**src/rtl/bus_fifo_bank.sv**
```systemverilog
// ---------------------------------------------------------------------------
// bus_fifo_bank
//
// Per-driver FIFO bank between the agent/driver layer and the
// bs_gnrtr_n_rbtr bus. Every channel owns two independent first-word
// fall-through FIFOs:
//   ingress : agent -> bus  (in_push/in_data in, pndng/D_pop out, pop in)
//   egress  : bus -> monitor (push/D_push in, out_valid/out_data out,
//             out_pop in)
// A sticky per-channel ovf flag records any packet lost on either FIFO.
//
// Parameters
//   pckg_sz   packet width in bits
//   drvrs     number of channels
//   deep_fifo entries per FIFO (>= 2, any integer)
//   afull_lvl in_afull threshold on ingress occupancy (1..deep_fifo)
//   drop_mode ingress policy when full: 0 reject new, 1 drop oldest
//
// Ports
//   clk, reset          rising-edge clock, asynchronous active-low reset
//   in_push, in_data    agent write into ingress FIFO i
//   in_full, in_afull   ingress full / almost-full flags
//   pndng, D_pop        ingress non-empty flag and FWFT head
//   pop                 bus consumes ingress head
//   push, D_push        bus write into egress FIFO i
//   out_valid, out_data egress non-empty flag and FWFT head
//   out_pop             monitor consumes egress head
//   ovf, ovf_clr        sticky packet-lost flag and its clear
// ---------------------------------------------------------------------------
module bus_fifo_bank #(
  parameter int pckg_sz   = 16,
  parameter int drvrs     = 4,
  parameter int deep_fifo = 8,
  parameter int afull_lvl = 6,
  parameter int drop_mode = 0
) (
  input  logic                       clk,
  input  logic                       reset,
  input  logic [drvrs-1:0]           in_push,
  input  logic [drvrs*pckg_sz-1:0]   in_data,
  output logic [drvrs-1:0]           in_full,
  output logic [drvrs-1:0]           in_afull,
  output logic [drvrs-1:0]           pndng,
  output logic [drvrs*pckg_sz-1:0]   D_pop,
  input  logic [drvrs-1:0]           pop,
  input  logic [drvrs-1:0]           push,
  input  logic [drvrs*pckg_sz-1:0]   D_push,
  output logic [drvrs-1:0]           out_valid,
  output logic [drvrs*pckg_sz-1:0]   out_data,
  input  logic [drvrs-1:0]           out_pop,
  output logic [drvrs-1:0]           ovf,
  input  logic [drvrs-1:0]           ovf_clr
);

  localparam int CW = $clog2(deep_fifo + 1);
  localparam int PW = (deep_fifo > 1) ? $clog2(deep_fifo) : 1;
  localparam logic [CW-1:0] FULL_CNT  = CW'(deep_fifo);
  localparam logic [CW-1:0] AFULL_CNT = CW'(afull_lvl);
  localparam logic [PW-1:0] LAST_PTR  = PW'(deep_fifo - 1);

  // Depth need not be a power of two, so pointers wrap explicitly.
  function automatic logic [PW-1:0] ptr_inc(input logic [PW-1:0] p);
    return (p == LAST_PTR) ? '0 : p + PW'(1);
  endfunction

  // Occupancy update: a write without a read grows, a read without a
  // write shrinks; drop-oldest counts as both and leaves it unchanged.
  function automatic logic [CW-1:0] cnt_next(input logic [CW-1:0] c,
                                             input logic wr, input logic rd);
    if (wr && !rd)      return c + CW'(1);
    else if (!wr && rd) return c - CW'(1);
    else                return c;
  endfunction

  for (genvar g = 0; g < drvrs; g++) begin : g_ch
    logic [pckg_sz-1:0] r_in_mem  [deep_fifo];
    logic [pckg_sz-1:0] r_out_mem [deep_fifo];

    logic [PW-1:0] r_in_rd, r_in_wr, r_out_rd, r_out_wr;
    logic [CW-1:0] r_in_cnt, r_out_cnt;
    logic          r_in_full, r_in_afull, r_pndng;
    logic          r_out_full, r_out_valid;
    logic          r_ovf;

    logic          w_in_rd_en, w_in_wr_en, w_in_drop, w_in_adv_rd, w_in_lost;
    logic          w_out_rd_en, w_out_wr_en, w_out_lost;
    logic [CW-1:0] w_in_cnt_nxt, w_out_cnt_nxt;

    always_comb begin
      w_in_rd_en  = pop[g] && r_pndng;
      w_in_wr_en  = 1'b0;
      w_in_drop   = 1'b0;
      w_in_lost   = 1'b0;
      if (in_push[g]) begin
        // A same-cycle pop frees the slot, so a full FIFO still accepts.
        if (!r_in_full || w_in_rd_en) begin
          w_in_wr_en = 1'b1;
        end else if (drop_mode != 0) begin
          w_in_wr_en = 1'b1;
          w_in_drop  = 1'b1;
          w_in_lost  = 1'b1;
        end else begin
          w_in_lost  = 1'b1;
        end
      end
      w_in_adv_rd  = w_in_rd_en || w_in_drop;
      w_in_cnt_nxt = cnt_next(r_in_cnt, w_in_wr_en, w_in_adv_rd);

      w_out_rd_en   = out_pop[g] && r_out_valid;
      w_out_wr_en   = push[g] && (!r_out_full || w_out_rd_en);
      w_out_lost    = push[g] && r_out_full && !w_out_rd_en;
      w_out_cnt_nxt = cnt_next(r_out_cnt, w_out_wr_en, w_out_rd_en);
    end

    always_ff @(posedge clk or negedge reset) begin
      if (!reset) begin
        r_in_rd     <= '0;
        r_in_wr     <= '0;
        r_in_cnt    <= '0;
        r_in_full   <= 1'b0;
        r_in_afull  <= 1'b0;
        r_pndng     <= 1'b0;
        r_out_rd    <= '0;
        r_out_wr    <= '0;
        r_out_cnt   <= '0;
        r_out_full  <= 1'b0;
        r_out_valid <= 1'b0;
        r_ovf       <= 1'b0;
      end else begin
        if (w_in_adv_rd) r_in_rd <= ptr_inc(r_in_rd);
        if (w_in_wr_en)  r_in_wr <= ptr_inc(r_in_wr);
        r_in_cnt    <= w_in_cnt_nxt;
        r_in_full   <= (w_in_cnt_nxt == FULL_CNT);
        r_in_afull  <= (w_in_cnt_nxt >= AFULL_CNT);
        r_pndng     <= (w_in_cnt_nxt != '0);

        if (w_out_rd_en) r_out_rd <= ptr_inc(r_out_rd);
        if (w_out_wr_en) r_out_wr <= ptr_inc(r_out_wr);
        r_out_cnt   <= w_out_cnt_nxt;
        r_out_full  <= (w_out_cnt_nxt == FULL_CNT);
        r_out_valid <= (w_out_cnt_nxt != '0);

        // Set has priority over a same-cycle clear.
        r_ovf <= w_in_lost || w_out_lost || (r_ovf && !ovf_clr[g]);
      end
    end

    // Storage has no reset; its contents are only observed through the
    // gated heads below.
    always_ff @(posedge clk) begin
      if (w_in_wr_en)  r_in_mem[r_in_wr]   <= in_data[g*pckg_sz +: pckg_sz];
      if (w_out_wr_en) r_out_mem[r_out_wr] <= D_push[g*pckg_sz +: pckg_sz];
    end

    // Heads read storage at the registered read pointer and are forced to
    // zero while the FIFO is empty, which also covers the reset state.
    assign D_pop[g*pckg_sz +: pckg_sz]    = r_pndng     ? r_in_mem[r_in_rd]   : '0;
    assign out_data[g*pckg_sz +: pckg_sz] = r_out_valid ? r_out_mem[r_out_rd] : '0;

    assign in_full[g]   = r_in_full;
    assign in_afull[g]  = r_in_afull;
    assign pndng[g]     = r_pndng;
    assign out_valid[g] = r_out_valid;
    assign ovf[g]       = r_ovf;
  end

endmodule

```
**config.mk**
```make
export PLATFORM = sky130hd
export DESIGN_NAME = bus_fifo_bank
export DESIGN_NICKNAME = d
export VERILOG_FILES = /design/src/rtl/bus_fifo_bank.sv
export SDC_FILE = /design/constraint.sdc
export NUM_CORES = 1
export LEC_CHECK = 0
export ABC_AREA = 1
export ABC_CLOCK_PERIOD_IN_PS = 2300
export BUFFER_PORTS_ARGS = -buffer_cell sky130_fd_sc_hd__buf_4
export CAP_MARGIN = 25
export CORE_MARGIN = 2
export CORE_UTILIZATION = 30
export CTS_CLUSTER_DIAMETER = 50
export CTS_CLUSTER_SIZE = 16
export DETAILED_ROUTE_END_ITERATION = 12
export MAX_ROUTING_LAYER = met4
export PLACE_DENSITY_LB_ADDON = 0.15
export SLEW_MARGIN = 20
export SYNTH_ARGS = -nofsm -noshare
export SYNTH_HDL_FRONTEND = slang
export SYNTH_SLANG_ARGS = --single-unit
```
**constraint.sdc**
```tcl
create_clock -name clk -period 2.3 [get_ports clk]
set_input_delay 0.23 -clock clk [delete_from_list [all_inputs] [get_ports clk]]
set_output_delay 0.23 -clock clk [all_outputs]
set_load 0.1 [all_outputs]
```
==> flow_results.org <==
** Place
- Estimated wirelength of the detail-placed design :: 70,900 um
- Before CTS, the worst setup slack after placement is 243 ps.
- Number of port buffers :: 297
- Weighted congestion reported at the end of routability-driven placement :: 0.742

** Critical path
- At the worst endpoint, the required time is 2070 ps.
- Crit path to :: out_data[12]
- Buffers and inverters on the worst path :: 4
- The most critical setup path has its startpoint at g_ch[0].r_out_rd[0]$_DFFE_PN0P_.
- The worst setup path is launched from a flip-flop.
- R2r endpoint :: g_ch[1].r_ovf$_DFF_PN0_
- The signal on the critical path passes through buf_4 -> buf_4 -> clkbuf_16 -> o21ai_2 -> o22ai_1 -> nor2_1 -> nor2_4 -> buf_12.
- Counting buffers and inverters, the worst setup path is 8 cells deep.
- Max Fanout on Critical Path :: 7
- The critical path is of the flip-flop to output port type.
- CP max stage delay :: 460 ps
- Cell family contributing the most delay on the critical path :: buffers and inverters
- The worst register-to-register path begins at g_ch[1].r_pndng$_DFF_PN0_.
- The worst register-to-register path has a setup slack of 420 ps.
- The worst register-to-register path has a depth of 4.
- Slowest library cell on the worst path :: sky130_fd_sc_hd__dfrtp_2
- CP endpoint kind :: output port
- At the worst endpoint, the arrival time is 2320 ps.
- Among the stages of the critical path, the cell type that occurs most often is sky130_fd_sc_hd__buf_4.

** Timing
- Setup violations remaining at the end of the flow were counted as 128.
- Final Max Tran Viols :: 0
- At the pin with the least slew margin, the transition time is 591 ps.
- Peak Freq :: 0.392 GHz
- Worst Setup Slack, final :: -254 ps
- Setup repair after global routing could not meet its margin everywhere.
- Dividing the final minimum period by the clock period gives 111%.
- Counting I/O delays and the setup requirement, the final critical path takes 2550 ps.
- Between clock sinks in the finished design, the worst skew comes to 29.7 ps.
- Worst slew slack as a fraction of its limit :: 60.5%
- The final number of hold-violating endpoints was 0.

** Outcome
- Run status :: finished with violations
- The checks that failed: negative setup slack.

** Route
- Detailed-route vias per instance :: 4.65
- Wire length after detailed routing :: 130,000 um
- The routed layout has 31,100 vias.
- In the routed design, unresolved DRC markers number 0.
- The count of nets left with antenna violations once routing finished came out at 0.
- Per-cell routed wire length :: 19.4 um
- Detailed router's first-iteration violation count :: 1,850
- Number of iterations in the first detailed-routing pass :: 5

** Global route
- The first global-routing pass estimated 189,000 um of wire.
- Largest net degree at the start of global routing :: 46
- The total overflow left after global routing is 0.
- Initial antenna violation count :: 16
- Total global routing track utilization :: 16.1%
- Number of global-route vias before repair :: 30,100

** Die
- Once the floorplan was initialized, standard cells occupied 30.2% of the core.
- For this design the top-level I/O count stands at 298.
- Standard-cell rows :: 144
- Die boundary height :: 397 um
- Core Footprint :: 154,000 um^2
- The die covers 158,000 um^2.
- Horizontal die dimension :: 397 um

** Logic synthesis
- Post-Synthesis Cell Area :: 46,400 um^2
- Fraction of the yosys area taken by sequential cells :: 71.8%
- Counting flops with a built-in enable in the synthesized netlist gives 1,024.
- The top cell type by area accounts for 66.2% of the synthesized area.
- Avg Inst Size Synth :: 11.9 um^2
- Total of flip-flops plus latches after synthesis :: 1,128
- Count of synthesis-stage warnings from yosys :: 0
- In the synthesized netlist, the number of instances is 3,888.
- Net count of the mapped netlist :: 4,086
- Prevailing post-synth register cell :: sky130_fd_sc_hd__edfxtp_1
- After synthesis, the cell types taking the most area are sky130_fd_sc_hd__edfxtp_1 (66%), sky130_fd_sc_hd__nor2_1 (8.1%), sky130_fd_sc_hd__o21ai_0 (5.9%), sky130_fd_sc_hd__dfrtp_1 (5.6%), sky130_fd_sc_hd__nand2_1 (3.0%).
- Number of distinct library cells after synthesis :: 36
- Counting flops with an async set or reset pin after synthesis yields a share of 9.22%.
- Library cell with the largest summed area after synthesis :: sky130_fd_sc_hd__edfxtp_1

** Clock tree
- Clock insertion delay at the later pin of the skew report :: 770 ps
- Clock-pin slew was measured on the worst setup and hold paths at 60 ps.
- The tree is rooted in a sky130_fd_sc_hd__clkbuf_16.
- CTS tree :: built
- The clock net in this run drives a total of 1,128 sinks.
- In this run the number of H-tree levels came out at 4.
- Number of buffers between clock root and the deepest sink :: 3
- The number of clock buffers added by TritonCTS is 146.

** Cells and area
- After filler insertion, the fill cell instance count of the layout stands at 14,500.
- Relative to the synthesized area, the layout overhead comes to 36.0%.
- After the last flow step, the layout net total stands at 4,721.
- Of the cells placed in the final design, the portion with a size suffix greater than 1 is 24.9%.
- Multi-input gate area :: 12,500 um^2
- Across the whole layout, storage elements account for 33,400 um^2.

** Min path
- Class of the tightest hold or removal check :: input port to async pin

** Flow run
- The tool flagged a number of max-cap violations equal to 0.
kinds of logic after synthesis:
kind of cell    after synthesis  synth area share (%)
compound gates              826                  10.2
flops                      1128                  71.8
xor+xnor                     14                 0.264
simple gates               1491                  12.7
buf+inv                     381                  3.80
fa+ha+maj                    48                  1.29
metal layers:
metal | GRT usage, % | share of wire (%) | up-vias
met5 | - | 0 | -
met4 | 4.75 | 2.4 | 0
met3 | 3.28 | 4.7 | 205
met2 | 24.6 | 47 | 608
met1 | 21.7 | 46 | 15200
li1 | - | - | 15100
Yosys cell counts (6+ instances only):
cell type                  instances
sky130_fd_sc_hd__inv_1           143
sky130_fd_sc_hd__clkbuf_1         85
sky130_fd_sc_hd__o211ai_1        132
sky130_fd_sc_hd__nand2_1         368
sky130_fd_sc_hd__nor2_1         1003
sky130_fd_sc_hd__edfxtp_1       1024
sky130_fd_sc_hd__buf_2            77
sky130_fd_sc_hd__clkbuf_2         10
sky130_fd_sc_hd__nand3_2           6
sky130_fd_sc_hd__ha_1             48
sky130_fd_sc_hd__o22ai_1         132
sky130_fd_sc_hd__a21oi_4           8
sky130_fd_sc_hd__o21ai_0         544
sky130_fd_sc_hd__nand2_4           7
sky130_fd_sc_hd__inv_2             8
sky130_fd_sc_hd__dfrtp_1         104
sky130_fd_sc_hd__xor2_1           11
sky130_fd_sc_hd__nand3_1          75
sky130_fd_sc_hd__buf_4            52
sky130_fd_sc_hd__a21oi_1           6
sky130_fd_sc_hd__nor3_1            6
sky130_fd_sc_hd__or2_1             7
metrics by stage:
stage	utilization [%]	hold slack, ps	setup TNS [ps]	std cells	area [um^2]
after floorplan	-	-65.6	0	3888	46800
after global placement	33.8	114	0	6171	52100
after detailed placement	33.8	118	0	6171	52100
after CTS	39.7	39.7	-31350	6632	61000
after global routing	41.1	74.4	-41300	6702	63200
final	41.1	81.7	-22180	6702	63200
worst min-delay path by stage:
stage	startpoint	to	slack, ps	cells after the start
finish	reset	g_ch[3].r_out_wr[1]$_DFFE_PN0P_	80	3
global route	reset	g_ch[3].r_out_wr[1]$_DFFE_PN0P_	70	3
CTS	reset	g_ch[3].r_out_wr[1]$_DFFE_PN0P_	40	3
detailed placement	reset	g_ch[1].r_out_rd[2]$_DFFE_PN0P_	120	1
global placement	reset	g_ch[1].r_out_valid$_DFF_PN0_	110	1
floorplan	reset	g_ch[0].r_in_afull$_DFF_PN0_	-70	0
registers in the layout, indices dropped and copies added, names as in the netlist, 12 cells and up:
name,count
g_ch.r_in_cnt,16
g_ch.r_in_wr,12
g_ch.r_out_rd,12
g_ch.r_in_rd,12
g_ch.r_in_mem,512
g_ch.r_out_wr,12
g_ch.r_out_cnt,16
g_ch.r_out_mem,512
placed cells by master, fill, tap and decap left out, types with 48 or more instances in the layout:
cell type                       netlist  layout
sky130_fd_sc_hd__nand3_1             75      75
sky130_fd_sc_hd__dfrtp_1            104      90
sky130_fd_sc_hd__nand2_1            368     368
sky130_fd_sc_hd__o211ai_1           132     132
sky130_fd_sc_hd__dlygate4sd3_1        0     153
sky130_fd_sc_hd__clkbuf_16            0     179
sky130_fd_sc_hd__ha_1                48      48
sky130_fd_sc_hd__buf_4               52     298
sky130_fd_sc_hd__buf_12               0     177
sky130_fd_sc_hd__o21ai_0            544     425
sky130_fd_sc_hd__nor2_4               0      89
sky130_fd_sc_hd__nor2_2               3     173
sky130_fd_sc_hd__o21ai_1              0     101
sky130_fd_sc_hd__edfxtp_1          1024    1024
sky130_fd_sc_hd__o22ai_1            132     128
sky130_fd_sc_hd__inv_1              143     131
sky130_fd_sc_hd__nor2_1            1003     744
repair_timing:
action / in CTS / in global routing
resized for setup: 449 / 396
cloned: 15 / 42
setup buffers: 19 / 21
hold endpoints to repair: 1224 / 0
pin swaps: 34 / 135
endpoints found under the setup margin: 128 / 128
hold buffers: 154 / 0
worst min-delay path: cells and delay by family:
kind | cells | cell delay [ps]
buffers and inverters | 3 | 960
layout make-up:
type	count	area share [%]
Sequential cell	1128	52.8
Multi-Input combinational cell	2379	19.8
Timing Repair Buffer	716	14.2
Clock buffer	165	6.01
Tap cell	2044	4.05
Clock inverter	108	2.09
Inverter	152	0.984
Antenna cell	10	0.0396
Power is not shown: default switching activity piles up to over one toggle a cycle in this logic, so the estimate is an artifact.
